[config.mk]
export PLATFORM = sky130hd
export DESIGN_NAME = spi_cmd_rx
export DESIGN_NICKNAME = d
export VERILOG_FILES = /design/src/rtl/spi_cmd_rx.sv
export SDC_FILE = /design/constraint.sdc
export NUM_CORES = 1
export LEC_CHECK = 0
export CELL_PAD_IN_SITES_DETAIL_PLACEMENT = 1
export CELL_PAD_IN_SITES_GLOBAL_PLACEMENT = 1
export CORE_ASPECT_RATIO = 1.1
export CORE_MARGIN = 8
export CORE_UTILIZATION = 40
export CTS_CLUSTER_SIZE = 12
export DETAILED_ROUTE_END_ITERATION = 16
export GPL_TIMING_DRIVEN = 0
export PLACE_DENSITY_LB_ADDON = 0.12
export SYNTH_ARGS = -nofsm -noshare
export SYNTH_HDL_FRONTEND = slang
export SYNTH_SLANG_ARGS = --single-unit
[constraint.sdc]
create_clock -name clk -period 2.3 [get_ports clk]
set_input_delay 0.345 -clock clk [delete_from_list [all_inputs] [get_ports clk]]
set_output_delay 0.345 -clock clk [all_outputs]
set_load 0.01 [all_outputs]
[src/rtl/spi_cmd_rx.sv]
// ============================================================================
// spi_cmd_rx
// ----------------------------------------------------------------------------
// SPI mode-0 slave that receives one-byte movement commands and hands each
// byte to the player-position updater as spi_data with a stretched spi_flag
// pulse. The pulse is long enough for the updater's two-flop synchroniser and
// rising-edge detector. The block also owns the 9-bit player_angle register
// (index into the 512-entry trig LUT) and updates it on turn commands
// (0x03 left, 0x04 right).
//
// Optional feature macro: SPI_CMD_RX_ECHO_EN
//   defined     : miso shifts out the previously delivered byte, MSB first,
//                 MSB presented at synced cs_n fall, next bit on each synced
//                 sclk fall.
//   not defined : miso tied to 0, no echo shift register.
//
// Ports:
//   clk          in   system clock
//   reset        in   asynchronous active-low reset
//   sclk         in   SPI clock (asynchronous to clk, clk >= 8x sclk)
//   mosi         in   SPI data in, MSB first
//   cs_n         in   SPI chip select, active low
//   miso         out  SPI data out (echo of last delivered byte, or 0)
//   spi_flag     out  high for FLAG_HOLD cycles per delivered byte
//   spi_data     out  last delivered byte, stable until the next pop
//   player_angle out  current heading, mod 512
//   frame_err    out  one-cycle pulse when a partial byte is discarded
//   overrun      out  one-cycle pulse when a completed byte is dropped
// ============================================================================
module spi_cmd_rx #(
    parameter int         TURN_STEP  = 4,
    parameter int         FLAG_HOLD  = 4,
    parameter int         FLAG_GAP   = 2,
    parameter logic [8:0] ANGLE_INIT = 9'd0
) (
    input  logic       clk,
    input  logic       reset,
    input  logic       sclk,
    input  logic       mosi,
    input  logic       cs_n,
    output logic       miso,
    output logic       spi_flag,
    output logic [7:0] spi_data,
    output logic [8:0] player_angle,
    output logic       frame_err,
    output logic       overrun
);

    localparam int CNT_MAX = (FLAG_HOLD > FLAG_GAP) ? FLAG_HOLD : FLAG_GAP;
    localparam int CNT_W   = $clog2(CNT_MAX + 1);

    typedef enum logic [1:0] {
        IDLE = 2'd0,
        HOLD = 2'd1,
        GAP  = 2'd2
    } state_t;

    // Synchroniser chains: _p0 first flop, _p1 synchronised, _p2 edge history
    logic             sclk_p0, sclk_p1, sclk_p2;
    logic             mosi_p0, mosi_p1;
    logic             cs_p0, cs_p1, cs_p2;

    logic             armed;
    logic [2:0]       bit_cnt;
    logic [6:0]       shift_reg;

    logic [7:0]       buf_data;
    logic             buf_full;
    state_t           state;
    logic [CNT_W-1:0] phase_cnt;

    logic             sclk_rise;
    logic             cs_rise;
    logic             rx_en;
    logic             byte_done;
    logic             pop;
    logic [7:0]       rx_byte;

    // Heading update for a delivered command; 9-bit arithmetic wraps mod 512.
    function automatic logic [8:0] turn_angle(input logic [8:0] angle,
                                              input logic [7:0] cmd);
        case (cmd)
            8'h03:   turn_angle = angle - 9'(TURN_STEP);
            8'h04:   turn_angle = angle + 9'(TURN_STEP);
            default: turn_angle = angle;
        endcase
    endfunction

    // ---- stage p0/p1/p2: input synchronisers and edge history ----
    always_ff @(posedge clk or negedge reset) begin
        if (!reset) begin
            sclk_p0 <= 1'b0;
            sclk_p1 <= 1'b0;
            sclk_p2 <= 1'b0;
            mosi_p0 <= 1'b0;
            mosi_p1 <= 1'b0;
            cs_p0   <= 1'b0;
            cs_p1   <= 1'b0;
            cs_p2   <= 1'b0;
        end else begin
            sclk_p0 <= sclk;
            sclk_p1 <= sclk_p0;
            sclk_p2 <= sclk_p1;
            mosi_p0 <= mosi;
            mosi_p1 <= mosi_p0;
            cs_p0   <= cs_n;
            cs_p1   <= cs_p0;
            cs_p2   <= cs_p1;
        end
    end

    assign sclk_rise = sclk_p1 & ~sclk_p2;
    assign cs_rise   = cs_p1 & ~cs_p2;
    // The synchroniser resets to "selected"; reception waits until chip
    // select has been seen high so a frame cut by reset is never resumed.
    assign rx_en     = armed & ~cs_p1;
    assign byte_done = rx_en & sclk_rise & (bit_cnt == 3'd7);
    assign rx_byte   = {shift_reg, mosi_p1};
    assign pop       = (state == IDLE) & buf_full;

    // ---- receive shifter and frame-error detection ----
    always_ff @(posedge clk or negedge reset) begin
        if (!reset) begin
            armed     <= 1'b0;
            bit_cnt   <= 3'd0;
            shift_reg <= 7'd0;
            frame_err <= 1'b0;
        end else begin
            armed     <= armed | cs_p1;
            frame_err <= cs_rise & (bit_cnt != 3'd0);
            if (cs_p1) begin
                bit_cnt <= 3'd0;
            end else if (rx_en && sclk_rise) begin
                shift_reg <= {shift_reg[5:0], mosi_p1};
                bit_cnt   <= bit_cnt + 3'd1;
            end
        end
    end

    // ---- pending buffer, output FSM and heading register ----
    always_ff @(posedge clk or negedge reset) begin
        if (!reset) begin
            buf_data     <= 8'h00;
            buf_full     <= 1'b0;
            overrun      <= 1'b0;
            state        <= IDLE;
            phase_cnt    <= '0;
            spi_flag     <= 1'b0;
            spi_data     <= 8'h00;
            player_angle <= ANGLE_INIT;
        end else begin
            overrun <= 1'b0;
            // A pop in the same cycle frees the slot for the new byte.
            if (byte_done) begin
                if (buf_full && !pop) begin
                    overrun <= 1'b1;
                end else begin
                    buf_data <= rx_byte;
                    buf_full <= 1'b1;
                end
            end else if (pop) begin
                buf_full <= 1'b0;
            end

            case (state)
                IDLE: begin
                    if (buf_full) begin
                        spi_data     <= buf_data;
                        player_angle <= turn_angle(player_angle, buf_data);
                        spi_flag     <= 1'b1;
                        phase_cnt    <= '0;
                        state        <= HOLD;
                    end
                end
                HOLD: begin
                    if (phase_cnt == CNT_W'(FLAG_HOLD - 1)) begin
                        spi_flag  <= 1'b0;
                        phase_cnt <= '0;
                        state     <= GAP;
                    end else begin
                        phase_cnt <= phase_cnt + CNT_W'(1);
                    end
                end
                GAP: begin
                    // The IDLE cycle that follows is the last low cycle, so
                    // the low time between back-to-back pulses is FLAG_GAP.
                    if (phase_cnt == CNT_W'(FLAG_GAP - 2)) begin
                        phase_cnt <= '0;
                        state     <= IDLE;
                    end else begin
                        phase_cnt <= phase_cnt + CNT_W'(1);
                    end
                end
                default: begin
                    state <= IDLE;
                end
            endcase
        end
    end

`ifdef SPI_CMD_RX_ECHO_EN
    logic       sclk_fall;
    logic       cs_fall;
    logic [6:0] echo_sr;

    assign sclk_fall = ~sclk_p1 & sclk_p2;
    assign cs_fall   = ~cs_p1 & cs_p2;

    // ---- echo shifter: MSB at frame start, next bit per sclk fall ----
    always_ff @(posedge clk or negedge reset) begin
        if (!reset) begin
            echo_sr <= 7'd0;
            miso    <= 1'b0;
        end else if (cs_fall) begin
            echo_sr <= spi_data[6:0];
            miso    <= spi_data[7];
        end else if (!cs_p1 && sclk_fall) begin
            echo_sr <= {echo_sr[5:0], 1'b0};
            miso    <= echo_sr[6];
        end
    end
`else
    assign miso = 1'b0;
`endif

endmodule

==> qor.yml, run 1 <==
clock_tree:
  cts_sinks: 51
  cts_max_path_buffers: 2
  ctsHtreeMaxLevel: 2
  hold_buffers: 0
  insertion_delay_ns: 0.30
  cts_tree: "yes"
  root_buffer: "clkbuf_8"
  path_clk_slew_ns: 0.09
  numCtsBuffers: 5
die:
  die_w_um: 88.9
  design.core.area_mm2: 0.00570
  rows: 29
  ios: 26
  die_height_um: 96.2
  initial_core_util: 0.411
  die-area_mm2: 0.00856
synthesis:
  ys_warn_count: 0
  syn_inst: 185
  ys_seq_elements: 51
  async_reset_ff_frac: 1.00
  synthTopCellsByCount: "51 x dfrtp_1, 28 x mux2_2, 17 x ha_1"
  post_synth.cell_area_avg_um2: 12.7
  synth_top_cell_by_area: "dfrtp_1"
  synth_flop_cell: "dfrtp_1"
  synth_area_mm2: 0.00234
  yosysMostFrequentCell: "dfrtp_1"
  synthDistinctLibCells: 35
  synth_area_leaders: "dfrtp_1 55%, mux2_2 13%, ha_1 9.1%, nand2_1 2.1%, xnor2_1 1.9%"
  ys_seq_area_frac: 0.545
  synth_edf_count: 0
  synth_top_area_share: 0.545
critical_path:
  end_kind: "flip-flop"
  cp_slowest_cell: "dfrtp_2"
  cp_num_buf_inv: 0
  crit_cells: 8
  reg2regPathDepth: 8
  critPathArrivalTime_ns: 2.35
  startpoint_type: "flip-flop"
  worstPathRequired_ns: 2.49
  path_delay_family: "simple AND/OR/NAND/NOR gates"
  crit_chain: "nor3b_4, nand3_4, ha_2, o21ai_0, o21bai_1, a21oi_1, xnor2_1, mux2_2"
  max_stage_delay_ns: 0.45
  critPathKind: "reg2reg"
  cp_max_fo: 5
global_route:
  antenna_found_initial: 0
  grt_max_degree: 27
  met2_usage: 0.206
  grt-busiest-layer: "met2"
  grt_pass1_wl_um: 7920
  grt_pass1_vias: 1668
  grt_use_total: 0.119
  use_met3: 0.0350
  grtUsageMet1: 0.136
  overflow: 0
timing:
  finClkSkew_ns: 0.00711
  final_hold_viol_count: 0
  setup_tns_ns: 0
  slew_headroom: 0.603
  min_period_ns: 2.16
  setup_slack_ns: 0.141
  slew_viol_final: 0
  fmax_mhz: 463
  setup_viol: 0
  worstMarginPinSlew_ns: 0.596
  fin_crit_sh: 0.939
layout:
  fin_nets: 247
  drive_gt1_frac: 0.284
  seq_area_mm2: 0.00128
  fill_cells: 605
  diodes: 0
  syn2layout_area_growth_pct: 22.9
  reg_top3: "buf_data: 8 flops, spi_data: 8 flops"
  multiInputGateArea_mm2: 0.00106
  finish.utilization: 0.505
  final_cells: 302
drt:
  viasPerCell: 4.90
  vias: 1479
  drt_iter0_drc: 22
  antenna_left: 0
  drc: 0
  dr.pass1.iters: 4
  wirelength_um: 4470
  routedWlPerCell_um: 14.8
outcome:
  outcome: "finished clean"
worst_hold_path:
  hold_path_class: "in2async"
power_and_ir_drop:
  leakagePower_nw: 1.34
  ir_drop_v: 0.000443
  power_density_mw_per_mm2: 555
job:
  max_cap_viol_count: 0
placed_design:
  hpwl_um: 3250
  gp_congestion: 0.709
  placed_cells: 287
  io_buffers: 22
  pre_cts_ws_ns: -0.251
[area by class of cell]
cell class / instances / share of cell area
Buffer: 5 / 0.0122
Tap cell: 77 / 0.0335
Clock inverter: 2 / 0.00435
Multi-Input combinational cell: 121 / 0.369
Timing Repair Buffer: 29 / 0.0974
Inverter: 11 / 0.0144
Sequential cell: 51 / 0.444
Clock buffer: 6 / 0.0252
[routing by layer]
metal | wire length, um | share of wire
met5 | 0 | 0
met1 | 1910 | 0.43
met3 | 212 | 0.047
met2 | 2280 | 0.51
met4 | 68 | 0.015
[path summary, 6_finish.rpt]
| kind | to | slack [ns] | startpoint |
|---|---|---|---|
| hold / removal | player_angle[5]$_DFFE_PN0P_ | 0.04 | reset |
| min in group clk | mosi_p1$_DFF_PN0_ | 0.36 | mosi_p0$_DFF_PN0_ |
| hold reg to reg | mosi_p1$_DFF_PN0_ | 0.36 | mosi_p0$_DFF_PN0_ |
| setup / recovery | player_angle[7]$_DFFE_PN0P_ | 0.14 | buf_data[0]$_DFFE_PN0P_ |
| max in group asynchronous | shift_reg[4]$_DFFE_PN0P_ | 1.70 | reset |
| setup reg to reg | player_angle[7]$_DFFE_PN0P_ | 0.14 | buf_data[0]$_DFFE_PN0P_ |
[placed cells by master, fill, tap and decap left out, drive strengths merged, types with 6 or more instances in the layout]
cell type       n
nand2          14
inv            11
clkbuf          6
buf            13
dfrtp          51
mux2           28
nor2            7
o21ai           7
ha             17
a21oi           7
clkdlybuf4s50  21
[where the power goes]
part           switching (W)  internal (W)  leakage, nW
combinational      0.0000389     0.0000577        0.625
clock               0.000293      0.000213       0.0412
sequential         0.0000385      0.000955        0.670
[worst register-to-register path, delay by kind of cell (launching register included)]
| kind | cells | cell delay [ns] |
|---|---|---|
| adder cells (fa/ha/maj) | 1 | 0.42 |
| AND/OR/NAND/NOR | 2 | 0.46 |
| flip-flops | 1 | 0.45 |
| AO/OA/AOI/OAI | 3 | 0.35 |
| XOR/XNOR | 1 | 0.13 |
| multiplexers | 1 | 0.26 |
[metrics by stage]
step / hold slack, ns / total power [W] / cell area, um2
after floorplan: 0.0494 / 0.00106 / 2350
after global placement: 0.336 / 0.00110 / 2670
after detailed placement: 0.336 / 0.00111 / 2680
after CTS: 0.0599 / 0.00162 / 2800
after global routing: 0.0892 / 0.00168 / 2880
final: 0.0374 / 0.00160 / 2880
[logic make-up after synthesis]
| kind of cell | Yosys count | share of synthesized area |
|---|---|---|
| XOR/XNOR | 6 | 0.0224 |
| AO/OA/AOI/OAI | 26 | 0.0684 |
| AND/OR/NAND/NOR | 38 | 0.0914 |
| flip-flops | 51 | 0.545 |
| buffers and inverters | 16 | 0.0326 |
| adder cells (fa/ha/maj) | 18 | 0.0994 |
| other | 1 | 0.00160 |
| multiplexers | 29 | 0.139 |
[repair_timing]
item,CTS,global route
resized for setup,4,7
setup buffers,1,5
cloned,0,1
pin swaps,1,4
endpoints found under the setup margin,3,2
No activity file was read; power rests on OpenSTA's default activity.
==> run 2: changes to the inputs <==
--- a/config.mk
+++ b/config.mk
@@ -5,6 +5,7 @@
 export SDC_FILE = /design/constraint.sdc
 export NUM_CORES = 1
 export LEC_CHECK = 0
+export ABC_CLOCK_PERIOD_IN_PS = 2300
 export CELL_PAD_IN_SITES_DETAIL_PLACEMENT = 1
 export CELL_PAD_IN_SITES_GLOBAL_PLACEMENT = 1
 export CORE_ASPECT_RATIO = 1.1
==> results of run 2 <==
Same layout as run 1: the final DEF is identical, and so are final timing and power.
==> run 3: changes to the inputs <==
--- a/config.mk
+++ b/config.mk
@@ -9,7 +9,6 @@
 export CELL_PAD_IN_SITES_DETAIL_PLACEMENT = 1
 export CELL_PAD_IN_SITES_GLOBAL_PLACEMENT = 1
 export CORE_ASPECT_RATIO = 1.1
-export CORE_MARGIN = 8
 export CORE_UTILIZATION = 40
 export CTS_CLUSTER_SIZE = 12
 export DETAILED_ROUTE_END_ITERATION = 16
==> qor.yml, run 3 (synthesis results as in run 1) <==
power_and_ir_drop:
  power_w: 0.00183  # was 0.00160 W
  ir_drop_v: 0.000437  # was 0.000443 V
  pwr-share-clk: 0.403  # was 0.317
  p_sw_frac: 0.211  # was 0.232
  power_density_mw_per_mm2: 634  # was 555 mW/mm2
  leakagePower_nw: 1.34  # about the same
  p_seq_frac: 0.543  # was 0.622
  p_int_w: 0.00145  # was 0.00123 W
  power_frac_comb: 0.054  # was 0.061
  p_sw_w: 0.000386  # was 0.000370 W
layout:
  final_cell_mix: "51 x dfrtp_1, 28 x mux2_2, 21 x clkdlybuf4s50_1, 15 x ha_1, 13 x nand2_1"  # was 50 x dfrtp_1, 28 x mux2_2, 21 x clkdlybuf4s50_1, 15 x ha_1, 13 x nand2_1
  reg_top3: "buf_data: 8 flops, spi_data: 8 flops"  # unchanged
  final_cells: 296  # was 302
  seq_area_mm2: 0.00128  # about the same
  fill_cells: 589  # was 605
  layout_commonest_cell: "dfrtp_1"  # unchanged
  diodes: 0  # unchanged
  fin_nets: 243  # was 247
  syn2layout_area_growth_pct: 23.6  # was 22.9%
  finish.utilization: 0.526  # was 0.505
  drive_gt1_frac: 0.271  # was 0.284
  multiInputGateArea_mm2: 0.00105  # was 0.00106 mm2
drt:
  antenna_left: 0  # unchanged
  routedWlPerCell_um: 14.5  # was 14.8 um
  drc: 0  # unchanged
  drt_iter0_drc: 16  # was 22
  viasPerCell: 5.00  # was 4.90
  wirelength_um: 4280  # was 4470 um
  vias: 1479  # unchanged
  dr.pass1.iters: 5  # was 4
critical_path:
  cp_slowest_cell: "dfrtp_1"  # was dfrtp_2
  startpoint_type: "flip-flop"  # unchanged
  r2r_slack_ns: 0.05  # was 0.14 ns
  worstPathRequired_ns: 2.50  # was 2.49 ns
  path_common_cell: "o21a_1"
  cp_num_buf_inv: 0  # unchanged
  critPathArrivalTime_ns: 2.46  # was 2.35 ns
  path_delay_family: "compound AO/OA/AOI/OAI gates"  # was simple AND/OR/NAND/NOR gates
  crit_chain: "nor3b_4, nand3_4, fa_2, a211oi_1, o21a_1, o21a_1, o21ai_2, xnor2_1"  # was nor3b_4, nand3_4, ha_2, o21ai_0, o21bai_1, a21oi_1, xnor2_1, mux2_2
  critPathKind: "reg2reg"  # unchanged
  end_kind: "flip-flop"  # unchanged
  cp_max_fo: 8  # was 5
  max_stage_delay_ns: 0.44  # was 0.45 ns
worst_hold_path:
  hold_path_class: "in2async"  # unchanged
timing:
  setup_tns_ns: 0  # unchanged
  final_hold_viol_count: 0  # unchanged
  min_period_ns: 2.25  # was 2.16 ns
  fmax_mhz: 444  # was 463 MHz
  slew_headroom: 0.612  # was 0.603
  slew_viol_final: 0  # unchanged
  rsz0062_at_grt: "yes"
  fin_crit_sh: 0.980  # was 0.939
  finClkSkew_ns: 0.0119  # was 0.00711 ns
  worstMarginPinSlew_ns: 0.582  # was 0.596 ns
  setup_viol: 0  # unchanged
die:
  die-area_mm2: 0.00616  # was 0.00856 mm2
  ios: 26  # unchanged
  rows: 28  # was 29
  die_height_um: 82.2  # was 96.2 um
  initial_core_util: 0.426  # was 0.411
  design.core.area_mm2: 0.00550  # was 0.00570 mm2
  die_w_um: 74.9  # was 88.9 um
clock_tree:
  root_buffer: "clkbuf_8"  # unchanged
  numCtsBuffers: 5  # unchanged
  path_clk_slew_ns: 0.10  # was 0.09 ns
  hold_buffers: 0  # unchanged
  cts_sinks: 51  # unchanged
  cts_tree: "yes"  # unchanged
  cts_max_path_buffers: 2  # unchanged
  insertion_delay_ns: 0.31  # was 0.30 ns
  ctsHtreeMaxLevel: 2  # unchanged
placed_design:
  placed_cells: 285  # was 287
  gp_congestion: 0.770  # was 0.709
  io_buffers: 22  # unchanged
  hpwl_um: 3130  # was 3250 um
global_route:
  grt_pass1_vias: 1527  # was 1668
  grt_use_total: 0.160  # was 0.119
  grt_max_degree: 28  # was 27
  grt_pass1_wl_um: 7270  # was 7920 um
  antenna_found_initial: 0  # unchanged
  overflow: 0  # unchanged
outcome:
  outcome: "finished clean"  # unchanged
job:
  max_cap_viol_count: 0  # unchanged
-- run 3: power groups by stage --
stage / registers, W / logic [W] / clock network [W]
CTS: 0.000997 / 0.000102 / 0.000765
global placement: 0.00101 / 0.0000927 / 0
global route: 0.00101 / 0.000111 / 0.000805
detailed placement: 0.00101 / 0.000102 / 0
floorplan: 0.000997 / 0.0000634 / 0
finish: 0.000995 / 0.0000987 / 0.000739
-- run 3: worst reg2reg max path: stages (launching register included) --
cell      delay (ns)
dfrtp_1         0.44
nor3b_4         0.27
nand3_4         0.19
fa_2            0.42
a211oi_1        0.28
o21a_1          0.22
o21a_1          0.15
o21ai_2         0.05
xnor2_1         0.14
-- run 3: per-layer routing --
layer / vias up / wire length [um] / part of all wire / track usage
met4: 0 / 72 / 0.017 / 0.0623
li1: 697 / - / - / -
met3: 5 / 117 / 0.027 / 0.0364
met1: 753 / 1790 / 0.42 / 0.191
met2: 24 / 2300 / 0.54 / 0.277
met5: - / 0 / 0 / 0
-- run 3: worst paths after layout --
path,from,end,cells past startpoint
worst min register to register,mosi_p0$_DFF_PN0_,mosi_p1$_DFF_PN0_,0
min in group clk,mosi_p0$_DFF_PN0_,mosi_p1$_DFF_PN0_,0
worst max-delay path,buf_data[1]$_DFFE_PN0P_,player_angle[8]$_DFFE_PN0P_,8
worst min-delay path,reset,player_angle[6]$_DFFE_PN0P_,1
worst max register to register,buf_data[1]$_DFFE_PN0P_,player_angle[8]$_DFFE_PN0P_,8
max in group asynchronous,reset,sclk_p0$_DFF_PN0_,2
-- run 3: layout make-up --
| type | instances | area share |
|---|---|---|
| Buffer | 5 | 0.0121 |
| Clock buffer | 5 | 0.0238 |
| Clock inverter | 3 | 0.0234 |
| Inverter | 11 | 0.0143 |
| Multi-Input combinational cell | 120 | 0.364 |
| Sequential cell | 51 | 0.441 |
| Tap cell | 75 | 0.0324 |
| Timing Repair Buffer | 26 | 0.0891 |
-- run 3: timing repair --
| item | in CTS | in global routing |
|---|---|---|
| gates resized for setup | 2 | 8 |
| buffers inserted | 0 | 3 |
| setup endpoints to repair | 3 | 2 |
| pin swaps | 0 | 2 |
-- run 3: through the flow --
| stage | area (um2) | hold slack, ns | setup WS, ns |
|---|---|---|---|
| floorplan | 2350 | 0.0494 | 0.167 |
| global placement | 2660 | 0.332 | -0.561 |
| detailed placement | 2680 | 0.341 | -0.129 |
| CTS | 2830 | 0.0343 | 0.0499 |
| global route | 2890 | 0.0435 | -0.103 |
| finish | 2890 | 0.0220 | 0.0462 |
